<file path="src/rtl/can_pkg.sv">
// Shared definitions for the CAN controller CPU bus interface: register map,
// bus-controller state encoding and receive-group range helpers.
package can_pkg;

  // Receive frame group (read-only to the CPU, owned by the CAN core on grant)
  localparam logic [4:0] ADDR_RX_ID_HI  = 5'd0;
  localparam logic [4:0] ADDR_RX_ID_LO  = 5'd1;
  localparam logic [4:0] ADDR_RX_DLC    = 5'd2;
  localparam logic [4:0] ADDR_RX_DATA0  = 5'd3;
  localparam logic [4:0] ADDR_RX_DATA1  = 5'd4;
  localparam logic [4:0] ADDR_RX_DATA2  = 5'd5;
  localparam logic [4:0] ADDR_RX_DATA3  = 5'd6;
  // Transmit frame group
  localparam logic [4:0] ADDR_TX_ID_HI  = 5'd7;
  localparam logic [4:0] ADDR_TX_ID_LO  = 5'd8;
  localparam logic [4:0] ADDR_TX_DLC    = 5'd9;
  localparam logic [4:0] ADDR_TX_DATA0  = 5'd10;
  localparam logic [4:0] ADDR_TX_DATA1  = 5'd11;
  localparam logic [4:0] ADDR_TX_DATA2  = 5'd12;
  localparam logic [4:0] ADDR_TX_DATA3  = 5'd13;
  // Control and status
  localparam logic [4:0] ADDR_MODE      = 5'd14;
  localparam logic [4:0] ADDR_BTR0      = 5'd15;
  localparam logic [4:0] ADDR_BTR1      = 5'd16;
  localparam logic [4:0] ADDR_CMD       = 5'd17;
  localparam logic [4:0] ADDR_INTR      = 5'd18;
  localparam logic [4:0] ADDR_STATUS    = 5'd19;
  localparam logic [4:0] ADDR_ERR_CNT   = 5'd20;

  localparam logic [4:0] RX_FIRST = ADDR_RX_ID_HI;
  localparam logic [4:0] RX_LAST  = ADDR_RX_DATA3;
  localparam logic [4:0] ADDR_MAX = ADDR_ERR_CNT;

  typedef enum logic [2:0] {
    ST_IDLE   = 3'd0,
    ST_CHECK  = 3'd1,
    ST_WAIT   = 3'd2,
    ST_ACCESS = 3'd3,
    ST_DONE   = 3'd4
  } state_t;

  // Address belongs to the receive group shared with the CAN core.
  // RX_FIRST is zero, so only the upper bound needs comparing.
  function automatic logic is_rx(input logic [4:0] addr);
    return addr <= RX_LAST;
  endfunction

  // Address is a CPU-writable register (transmit group through interrupt).
  function automatic logic is_writable(input logic [4:0] addr);
    return (addr > RX_LAST) && (addr < ADDR_STATUS);
  endfunction

endpackage

</file>
<file path="src/rtl/can_rx_arbiter.sv">
// Grant logic for the receive register group: the CAN core gets the group
// whenever it asks, except that a CPU access already in its ACCESS cycle to
// the receive group is allowed to finish first.
module can_rx_arbiter
  import can_pkg::*;
(
  input  logic       clock,
  input  logic       reset,
  input  logic       core_req,
  input  state_t     state,
  input  logic [4:0] addr,
  output logic       core_gnt
);

  logic cpu_busy_rx;

  assign cpu_busy_rx = (state == ST_ACCESS) && is_rx(addr);

  // Grant register: holds while requested, rises only when the CPU is not mid-capture.
  always_ff @(posedge clock) begin
    // NOTE: sequential state uses non-blocking assignments so every flop samples pre-edge values.
    if (reset) begin
      core_gnt <= 1'b0;
    end else if (core_gnt) begin
      core_gnt <= core_req;
    end else begin
      core_gnt <= core_req && !cpu_busy_rx;
    end
  end

endmodule

</file>
<file path="src/rtl/can_bus_ctrl.sv">
// CPU-side bus controller for the CAN register file. Sequences each CPU access
// through IDLE/CHECK/WAIT/ACCESS/DONE, drives the read-mux address, captures
// read data, issues one-hot write strobes and defers receive-group accesses
// while the CAN core owns that group.
// Optional feature: define CAN_BUS_TIMEOUT_EN to bound WAIT to TIMEOUT_CYCLES.
module can_bus_ctrl
  import can_pkg::*;
#(
  parameter int TIMEOUT_CYCLES = 255
) (
  input  logic        clock,
  input  logic        reset,
  input  logic        cpu_cs,
  input  logic        cpu_rd,
  input  logic        cpu_wr,
  input  logic [4:0]  cpu_addr,
  input  logic [15:0] cpu_wdata,
  output logic [15:0] cpu_rdata,
  output logic        cpu_ready,
  output logic        cpu_err,
  output logic [4:0]  mux_address,
  input  logic [15:0] mux_data,
  output logic [20:0] reg_we,
  output logic [15:0] reg_wdata,
  output logic        intr_rd,
  input  logic        core_req,
  output logic        core_gnt
);

  if (TIMEOUT_CYCLES < 1 || TIMEOUT_CYCLES > 255) begin : g_bad_timeout
    $error("can_bus_ctrl: TIMEOUT_CYCLES must be in 1..255");
  end

  state_t      state, state_next;
  logic [4:0]  addr_q;
  logic [15:0] wdata_q;
  logic        wr_q;
  logic        start;

  // A request with both directions asserted is malformed and never starts.
  assign start = cpu_cs && (cpu_rd ^ cpu_wr);

`ifdef CAN_BUS_TIMEOUT_EN
  localparam logic [7:0] WAIT_LAST = 8'(TIMEOUT_CYCLES - 1);
  logic [7:0] wait_cnt;

  // Counts cycles spent in WAIT; restarts from zero on every entry.
  always_ff @(posedge clock) begin
    if (reset || state != ST_WAIT) begin
      wait_cnt <= '0;
    end else begin
      wait_cnt <= wait_cnt + 8'd1;
    end
  end
`endif

  // State register.
  always_ff @(posedge clock) begin
    if (reset) begin
      state <= ST_IDLE;
    end else begin
      state <= state_next;
    end
  end

  // Next-state decision.
  always_comb begin
    // NOTE: defaulting every combinational output first means no path can infer a latch.
    state_next = state;
    unique case (state)
      ST_IDLE:   if (start) state_next = ST_CHECK;
      ST_CHECK:  state_next = (is_rx(addr_q) && core_gnt) ? ST_WAIT : ST_ACCESS;
      ST_WAIT: begin
        if (!core_gnt) begin
          state_next = ST_ACCESS;
        end
`ifdef CAN_BUS_TIMEOUT_EN
        else if (wait_cnt == WAIT_LAST) begin
          state_next = ST_DONE;
        end
`endif
      end
      ST_ACCESS: state_next = ST_DONE;
      ST_DONE:   if (!cpu_cs) state_next = ST_IDLE;
      default:   state_next = ST_IDLE;
    endcase
  end

  // Request latch, read-data capture and error flag.
  always_ff @(posedge clock) begin
    if (reset) begin
      addr_q    <= '0;
      wdata_q   <= '0;
      wr_q      <= 1'b0;
      cpu_rdata <= '0;
      cpu_err   <= 1'b0;
    end else begin
      if (state == ST_IDLE && start) begin
        addr_q  <= cpu_addr;
        wdata_q <= cpu_wdata;
        wr_q    <= cpu_wr;
      end
      if (state == ST_ACCESS) begin
        if (!wr_q) begin
          cpu_rdata <= (addr_q > ADDR_MAX) ? 16'h0000 : mux_data;
        end
        cpu_err <= wr_q && !is_writable(addr_q);
      end
      // Abandoning WAIT straight to DONE only happens on a timeout.
      if (state == ST_WAIT && state_next == ST_DONE) begin
        cpu_rdata <= 16'h0000;
        cpu_err   <= 1'b1;
      end
      if (state == ST_DONE && !cpu_cs) begin
        cpu_err <= 1'b0;
      end
    end
  end

  // One-hot write strobe, only during ACCESS and only for writable registers.
  always_comb begin
    reg_we = '0;
    if (state == ST_ACCESS && wr_q && is_writable(addr_q)) begin
      reg_we[addr_q] = 1'b1;
    end
  end

  assign cpu_ready   = (state == ST_DONE);
  assign intr_rd     = (state == ST_ACCESS) && !wr_q && (addr_q == ADDR_INTR);
  assign mux_address = addr_q;
  assign reg_wdata   = wdata_q;

  can_rx_arbiter u_rx_arbiter (
    .clock    (clock),
    .reset    (reset),
    .core_req (core_req),
    .state    (state),
    .addr     (addr_q),
    .core_gnt (core_gnt)
  );

endmodule

</file>
<file path="config.mk">
export PLATFORM = sky130hd
export DESIGN_NAME = can_bus_ctrl
export DESIGN_NICKNAME = d
export VERILOG_FILES = /design/src/rtl/can_pkg.sv /design/src/rtl/can_rx_arbiter.sv /design/src/rtl/can_bus_ctrl.sv
export SDC_FILE = /design/constraint.sdc
export NUM_CORES = 1
export LEC_CHECK = 0
export CAP_MARGIN = 5
export CELL_PAD_IN_SITES_DETAIL_PLACEMENT = 2
export CELL_PAD_IN_SITES_GLOBAL_PLACEMENT = 2
export CORE_MARGIN = 2
export CORE_UTILIZATION = 23
export CTS_CLUSTER_SIZE = 16
export DETAILED_ROUTE_END_ITERATION = 10
export PLACE_DENSITY = 0.95
export SYNTH_ARGS = -nofsm -noshare
export SYNTH_HDL_FRONTEND = slang
export SYNTH_SLANG_ARGS = --single-unit
export TNS_END_PERCENT = 10
</file>
<file path="constraint.sdc">
create_clock -name clock -period 4.3 [get_ports clock]
set_clock_uncertainty 0.2 [all_clocks]
set_input_delay 0.86 -clock clock [delete_from_list [all_inputs] [get_ports clock]]
set_output_delay 0.86 -clock clock [all_outputs]
set_load 0.05 [all_outputs]
</file>
==> results of run 1 <==
## final cells by class
class,count,area (µm²),share of cell area
Timing Repair Buffer,97,966,0.334
Sequential cell,43,861,0.298
Multi-Input combinational cell,123,841,0.291
Tap cell,102,128,0.0441
Clock buffer,6,72.6,0.0251
Clock inverter,2,12.5,0.00433
Inverter,3,11.3,0.00389
## flip-flops by register name, indices dropped and copies added (netlist names)
signal                 count
wr_q                       1
reg_wdata                 16
cpu_err                    1
u_rx_arbiter.core_gnt      1
state                      3
mux_address                5
cpu_rdata                 16
## power by group
| part | switching, W | leakage, nW | internal (W) |
|---|---|---|---|
| clock | 0.000140 | 0.0412 | 0.000114 |
| sequential | 0.0000413 | 0.349 | 0.000430 |
| combinational | 0.000185 | 0.761 | 0.000126 |
## cells in the final DEF, fill, tap and decap left out, drive strengths merged, types with 2 or more instances in the layout
cell type / netlist / routed
clkdlybuf4s50: 0 / 95
dfxtp: 43 / 43
nor2: 32 / 32
mux2i: 22 / 22
a22o: 16 / 16
conb: 1 / 9
nor3: 7 / 7
clkbuf: 6 / 6
nand2: 4 / 4
nand3: 4 / 4
nor4: 3 / 3
inv: 3 / 3
nand2b: 3 / 3
nand4b: 2 / 2
a311oi: 2 / 2
buf: 15 / 2
nand3b: 2 / 2
## kinds of logic after synthesis
logic type	synth area share
buffers and inverters	0.0868
AND/OR/NAND/NOR	0.176
AO/OA/AOI/OAI	0.135
multiplexers	0.120
flip-flops	0.470
other	0.00205
XOR/XNOR	0.00957
## worst max-delay path, stage by stage (launching register included)
cell	delay (ps)
sky130_fd_sc_hd__dfxtp_1	500
sky130_fd_sc_hd__nand4b_1	260
sky130_fd_sc_hd__nor3_1	300
sky130_fd_sc_hd__nor3b_1	260
sky130_fd_sc_hd__clkdlybuf4s50_1	850
## layer usage
metal,part of all wire,wire (µm),global-route usage,vias to the layer above
met4,0.0082,47,0.0404,0
met2,0.53,3030,0.245,57
met5,0,0,0,-
met3,0.040,227,0.0226,2
met1,0.42,2420,0.159,816
li1,-,-,-,806
## path summary, 6_finish.rpt
kind                                end  slack, ps  cells after the start
min reg2reg  cpu_rdata[11]$_SDFFE_PP0P_        280                      1
max                          reg_we[16]        790                      4
max reg2reg   cpu_rdata[8]$_SDFFE_PP0P_       2090                      4
min          cpu_rdata[11]$_SDFFE_PP0P_        280                      1
## through the flow
stage / setup WS, ps / cells / hold WS, ps / utilization
2_1_floorplan: 657 / 190 / 301 / -
3_3_place_gp: 1180 / 368 / 257 / 0.363
3_5_place_dp: 1090 / 368 / 257 / 0.363
4_1_cts: 758 / 376 / 289 / 0.374
5_1_grt: 558 / 376 / 301 / 0.374
6_report: 793 / 376 / 284 / 0.374
==> results.py, run 1 <==
metrics = {
    "placement": {
        "detailed_place_hpwl_mm": 4.32,
        "gp_congestion": 0.723,
        "io_buffer_count": 95,
        "placed_cell_area_um2": 2810,
    },
    "timing": {
        "period_needed_ps": 3510,
        "worst_slew_pin_slew_ps": 1070,
        "setup-violations-final": 0,
        "max-slew-margin-rel": 0.282,
        "final.period_utilization": 0.815,
        "count_of_final_max_slew_check_failures": 0,
        "hold_violations": 0,
        "post_route_setup_tns_ps": 0,
        "max_freq_mhz": 285,
        "rsz0062_at_grt": "false",
    },
    "critical_path": {
        "critPathArrivalTime_ps": 2450,
        "crit_path_end_kind": "output pin",
        "setup.worst_path.start_class": "flop",
        "startpoint": "wr_q$_SDFFE_PP0P_",
        "data_required_time_at_the_worst_endpoint_ps": 3240,
        "worst_flop_to_flop_path_startpoint": "mux_address[0]$_SDFFE_PP0P_",
        "criticalPathCategory": "flop to output pin",
        "crit_fanout": 7,
    },
    "finish": {
        "syn_to_final_growth_pct": 58.0,
        "design.final.nets": 316,
        "diodes": 0,
        "drive_gt1_frac": 0.0620,
        "filler_cell_count": 833,
        "layout.cell_area.non_filler_um2": 2890,
    },
    "clocking": {
        "post_cts_resized": 0,
        "clkSlewWorstSetupHoldPaths_ps": 90,
        "cts_inserted_buffers": 5,
        "postCtsSetupRepairBufs": 0,
        "post_cts_hold_buffer_count": 0,
        "cts.sink_count": 43,
        "root_buffer_master": "sky130_fd_sc_hd__clkbuf_8",
        "htree_num_levels": 2,
        "insertion_delay_ps": 290,
        "cts_tree": "done",
        "cts.path.max_buffers": 2,
    },
    "yosys": {
        "yosys.cell_count.top_type": "sky130_fd_sc_hd__dfxtp_1",
        "flip_flop_cell_with_the_highest_count_after_synthesis": "sky130_fd_sc_hd__dfxtp_1",
        "post_synth_inst_count": 182,
        "synth_edf_count": 0,
        "syn_area_um2": 1830,
        "ys_async_sr_fraction": 0,
        "area_share_of_the_leading_cell_type_in_the_synthesized_netlist": 0.470,
        "yosys_register_bits": 43,
        "postSynthAreaPerCell_um2": 10.1,
        "yosys-top-cells-area": "sky130_fd_sc_hd__dfxtp_1, sky130_fd_sc_hd__mux2i_1, sky130_fd_sc_hd__nor2_1",
        "synth.lib_cells_used.distinct": 39,
        "synth_common_cells": "sky130_fd_sc_hd__dfxtp_1, sky130_fd_sc_hd__nor2_1, sky130_fd_sc_hd__mux2i_1",
        "yosysSeqAreaShare": 0.470,
        "yosysTopAreaCell": "sky130_fd_sc_hd__dfxtp_1",
        "synth_warnings": 0,
    },
    "global_routing": {
        "overflow": 0,
        "grt_pass1_vias": 1825,
        "grt_antenna_before_repair": 0,
        "global_route.usage.total": 0.133,
        "grt_pass1_wl_mm": 9.16,
        "grt_start_max_net_pins": 24,
    },
    "power": {
        "vdd_ir_drop_max_mv": 0.115,
        "total_power_w": 0.00104,
        "pwr_density_cell_nw_per_um2": 358,
        "p_leak_nw": 1.15,
    },
    "drt": {
        "detail_route.drc_violations": 0,
        "drt_first_iter_violations": 22,
        "routedWlPerCell_um": 15.2,
        "routed-via-count": 1681,
        "wl_mm": 5.73,
        "viasPerCell": 4.47,
        "antenna_violating_nets_remaining": 0,
        "drt_pre_antenna_iters": 4,
    },
    "die": {
        "num_rows": 32,
        "die_w_um": 93.2,
        "vert_die_dim_um": 93.2,
        "floorplan.initialDensity": 0.237,
        "core-area_um2": 7730,
        "fp.dieArea_um2": 8690,
        "ios": 105,
    },
    "hold_path": {
        "min_from": "cpu_rdata[11]$_SDFFE_PP0P_",
        "holdCritPathClass": "flop to flop",
    },
    "status": {
        "run_status": "complete, no violations",
    },
    "flow_run": {
        "reported_max_cap_violation_count": 0,
    },
}
Note: power is estimated with default switching activity, not from simulation.
==> run 2, diff against run 1 <==
--- a/config.mk
+++ b/config.mk
@@ -9,10 +9,10 @@
 export CELL_PAD_IN_SITES_DETAIL_PLACEMENT = 2
 export CELL_PAD_IN_SITES_GLOBAL_PLACEMENT = 2
 export CORE_MARGIN = 2
-export CORE_UTILIZATION = 23
+export CORE_UTILIZATION = 19
 export CTS_CLUSTER_SIZE = 16
 export DETAILED_ROUTE_END_ITERATION = 10
-export PLACE_DENSITY = 0.95
+export PLACE_DENSITY = 0.87
 export SYNTH_ARGS = -nofsm -noshare
 export SYNTH_HDL_FRONTEND = slang
 export SYNTH_SLANG_ARGS = --single-unit
==> constraint.sdc (replaced) <==
create_clock -name clock -period 3.05 [get_ports clock]
set_clock_uncertainty 0.2 [all_clocks]
set_input_delay 0.61 -clock clock [delete_from_list [all_inputs] [get_ports clock]]
set_output_delay 0.61 -clock clock [all_outputs]
set_load 0.05 [all_outputs]
==> run 2 against run 1 <==
  * Core utilization shrank 5.1 points
  * Sequential power is 39% higher
  * Cell count grew 8.5%
  * Critical path depth stayed put
  * First-iteration DRC count fell by 18%
  * Count of clock-buffer cells in the layout is the same
  * Non-clock buffer count up 5
  * Sequential cell count unchanged
  * Via count is 0.65% higher
  * Register-to-register slack lost 1200 ps
  * Routed wire length up 5.6%
  * Die area increased by 20%
  * Largest cell class unchanged
  * Highest routed layer unchanged
==> results.py, run 2 (synthesis gave the netlist of run 1 again) <==
metrics = {
    "timing": {
        "period_needed_ps": 2770,
        "final.period_utilization": 0.907,
        "count_of_final_max_slew_check_failures": 0,
        "max-slew-margin-rel": 0.265,
        "post_route_setup_tns_ps": 0,
        "hold_violations": 0,
        "post_route_setup_slack_ps": 283,
        "rsz0062_at_grt": "false",
        "worst_slew_pin_slew_ps": 1100,
        "setup-violations-final": 0,
        "max_freq_mhz": 361,
    },
    "critical_path": {
        "critPathArrivalTime_ps": 1960,
        "data_required_time_at_the_worst_endpoint_ps": 2240,
        "r2r_cells": 4,
        "criticalPathCategory": "flop to output pin",
        "cpPeakStageDelay_ps": 510,
        "crit_fanout": 7,
        "worst_flop_to_flop_path_startpoint": "state[2]$_SDFF_PP0_",
        "critical_path.cell_chain": "nand4b_1 > nor3_1 > nor3b_1 > buf_4",
        "crit_path_top_delay_cell": "sky130_fd_sc_hd__dfxtp_1",
        "critical_register_to_register_path_endpoint": "cpu_rdata[3]$_SDFFE_PP0P_",
        "crit_path_end_kind": "output pin",
        "r2r_setup_slk_ps": 910,
        "setup.worst_path.start_class": "flop",
    },
    "drt": {
        "routed-via-count": 1692,
        "viasPerCell": 4.15,
        "drt_pre_antenna_iters": 3,
        "antenna_violating_nets_remaining": 0,
        "drt_first_iter_violations": 18,
        "wl_mm": 6.05,
        "routedWlPerCell_um": 14.8,
        "detail_route.drc_violations": 0,
    },
    "global_routing": {
        "overflow": 0,
        "global_route.usage.met3": 0.0205,
        "grt_antenna_before_repair": 0,
        "grt.busiest_layer": "met2",
        "grt_start_max_net_pins": 28,
        "global_route.usage.met2": 0.219,
        "grt_pass1_vias": 1848,
        "met1_usage": 0.131,
        "global_route.usage.total": 0.115,
        "grt_pass1_wl_mm": 9.36,
    },
    "power": {
        "p_leak_nw": 1.29,
        "total_power_w": 0.00163,
        "vdd_ir_drop_max_mv": 0.184,
        "pwr_density_cell_nw_per_um2": 544,
    },
    "clocking": {
        "cts.sink_count": 43,
        "insertion_delay_ps": 290,
        "post_cts_hold_buffer_count": 0,
        "clkSlewWorstSetupHoldPaths_ps": 90,
        "cts_inserted_buffers": 5,
        "cts_tree": "done",
        "htree_num_levels": 2,
        "root_buffer_master": "sky130_fd_sc_hd__clkbuf_8",
        "cts.path.max_buffers": 2,
    },
    "status": {
        "run_status": "complete, no violations",
    },
    "hold_path": {
        "holdPathEnd": "cpu_rdata[13]$_SDFFE_PP0P_",
        "worst_hold_path.num_cells": 1,
        "holdCritPathClass": "flop to flop",
        "min_from": "cpu_rdata[13]$_SDFFE_PP0P_",
    },
    "placement": {
        "gp_congestion": 0.708,
        "detailed_place_hpwl_mm": 4.49,
        "io_buffer_count": 95,
        "numPlacedInstances": 400,
        "dpl_worst_slack_ps": 297,
    },
    "finish": {
        "design.final.nets": 321,
        "layoutNonFillerInstCount": 408,
        "drive_gt1_frac": 0.111,
        "most-common-layout-cells": "sky130_fd_sc_hd__clkdlybuf4s50_1, sky130_fd_sc_hd__dfxtp_1, sky130_fd_sc_hd__nor2_1",
        "final_common_cell": "sky130_fd_sc_hd__clkdlybuf4s50_1",
        "finish.utilization": 0.323,
        "diodes": 0,
        "syn_to_final_growth_pct": 64.0,
    },
    "die": {
        "vert_die_dim_um": 102,
        "core-area_um2": 9280,
        "ios": 105,
        "die_w_um": 102,
        "fp.dieArea_um2": 10400,
        "floorplan.initialDensity": 0.197,
        "num_rows": 35,
    },
    "flow_run": {
        "reported_max_cap_violation_count": 0,
    },
}
## run 2: changes by cell type in the layout (fill, tap and decap cells not counted)
| cell | change |
|---|---|
| sky130_fd_sc_hd__buf_4 | +13 |
| sky130_fd_sc_hd__bufinv_16 | +2 |
| sky130_fd_sc_hd__clkdlybuf4s50_1 | -13 |
| sky130_fd_sc_hd__clkinv_2 | -1 |
| sky130_fd_sc_hd__clkinvlp_4 | -1 |
| sky130_fd_sc_hd__dlygate4sd2_1 | +2 |
| sky130_fd_sc_hd__dlymetal6s2s_1 | +3 |
| sky130_fd_sc_hd__nor4_1 | -1 |
| sky130_fd_sc_hd__nor4_2 | +1 |
## run 2: power breakdown
group / total [W] / switching, W / internal, W
Clock: 0.000520 / 0.000193 / 0.000327
Combinational: 0.000458 / 0.000274 / 0.000184
Sequential: 0.000655 / 0.0000486 / 0.000606
Total: 0.00163 / 0.000516 / 0.00112
## run 2: what timing repair did
action,CTS,global route
setup buffers,0,0
resized for setup,2,3
setup endpoints to repair,2,3
## run 2: per-stage QoR
step | instance area, µm² | hold WS (ps)
after floorplan | 1870 | 301
after global placement | 2860 | 256
after detailed placement | 2860 | 257
after CTS | 2990 | 289
after global routing | 3000 | 303
final | 3000 | 283
## run 2: worst max path at each step
| stage | from | end | slack [ps] | cells past startpoint |
|---|---|---|---|---|
| 6_report | wr_q$_SDFFE_PP0P_ | reg_we[16] | 280 | 4 |
| 5_1_grt | wr_q$_SDFFE_PP0P_ | reg_we[8] | 90 | 5 |
| 4_1_cts | wr_q$_SDFFE_PP0P_ | reg_we[13] | 50 | 3 |
| 3_5_place_dp | state[0]$_SDFF_PP0_ | reg_we[10] | 300 | 4 |
| 3_3_place_gp | wr_q$_SDFFE_PP0P_ | reg_we[12] | 380 | 3 |
| 2_1_floorplan | mux_address[2]$_SDFFE_PP0P_ | reg_we[7] | -290 | 3 |
## run 2: final cells by class
| class | instances | area, µm² |
|---|---|---|
| fill | 1057 | 6280 |
| timing repair buffer | 102 | 988 |
| clock buffer | 6 | 72.6 |
| multi-input combinational | 123 | 847 |
| clock inverter | 2 | 60.1 |
| sequential | 43 | 861 |
| tap | 129 | 161 |
| inverter | 3 | 11.3 |
## run 2: routing by layer
layer | share of wire | routed length, µm | vias up
met4 | 0.011 | 64 | 0
met3 | 0.038 | 227 | 4
met5 | 0 | 0 | -
met1 | 0.40 | 2400 | 819
met2 | 0.55 | 3350 | 52
li1 | - | - | 817
## run 2: critical path, delay by kind of cell, from the launching register on
kind	cells	cell delay, ps
buf+inv	1	250
simple gates	3	910
flops	1	510
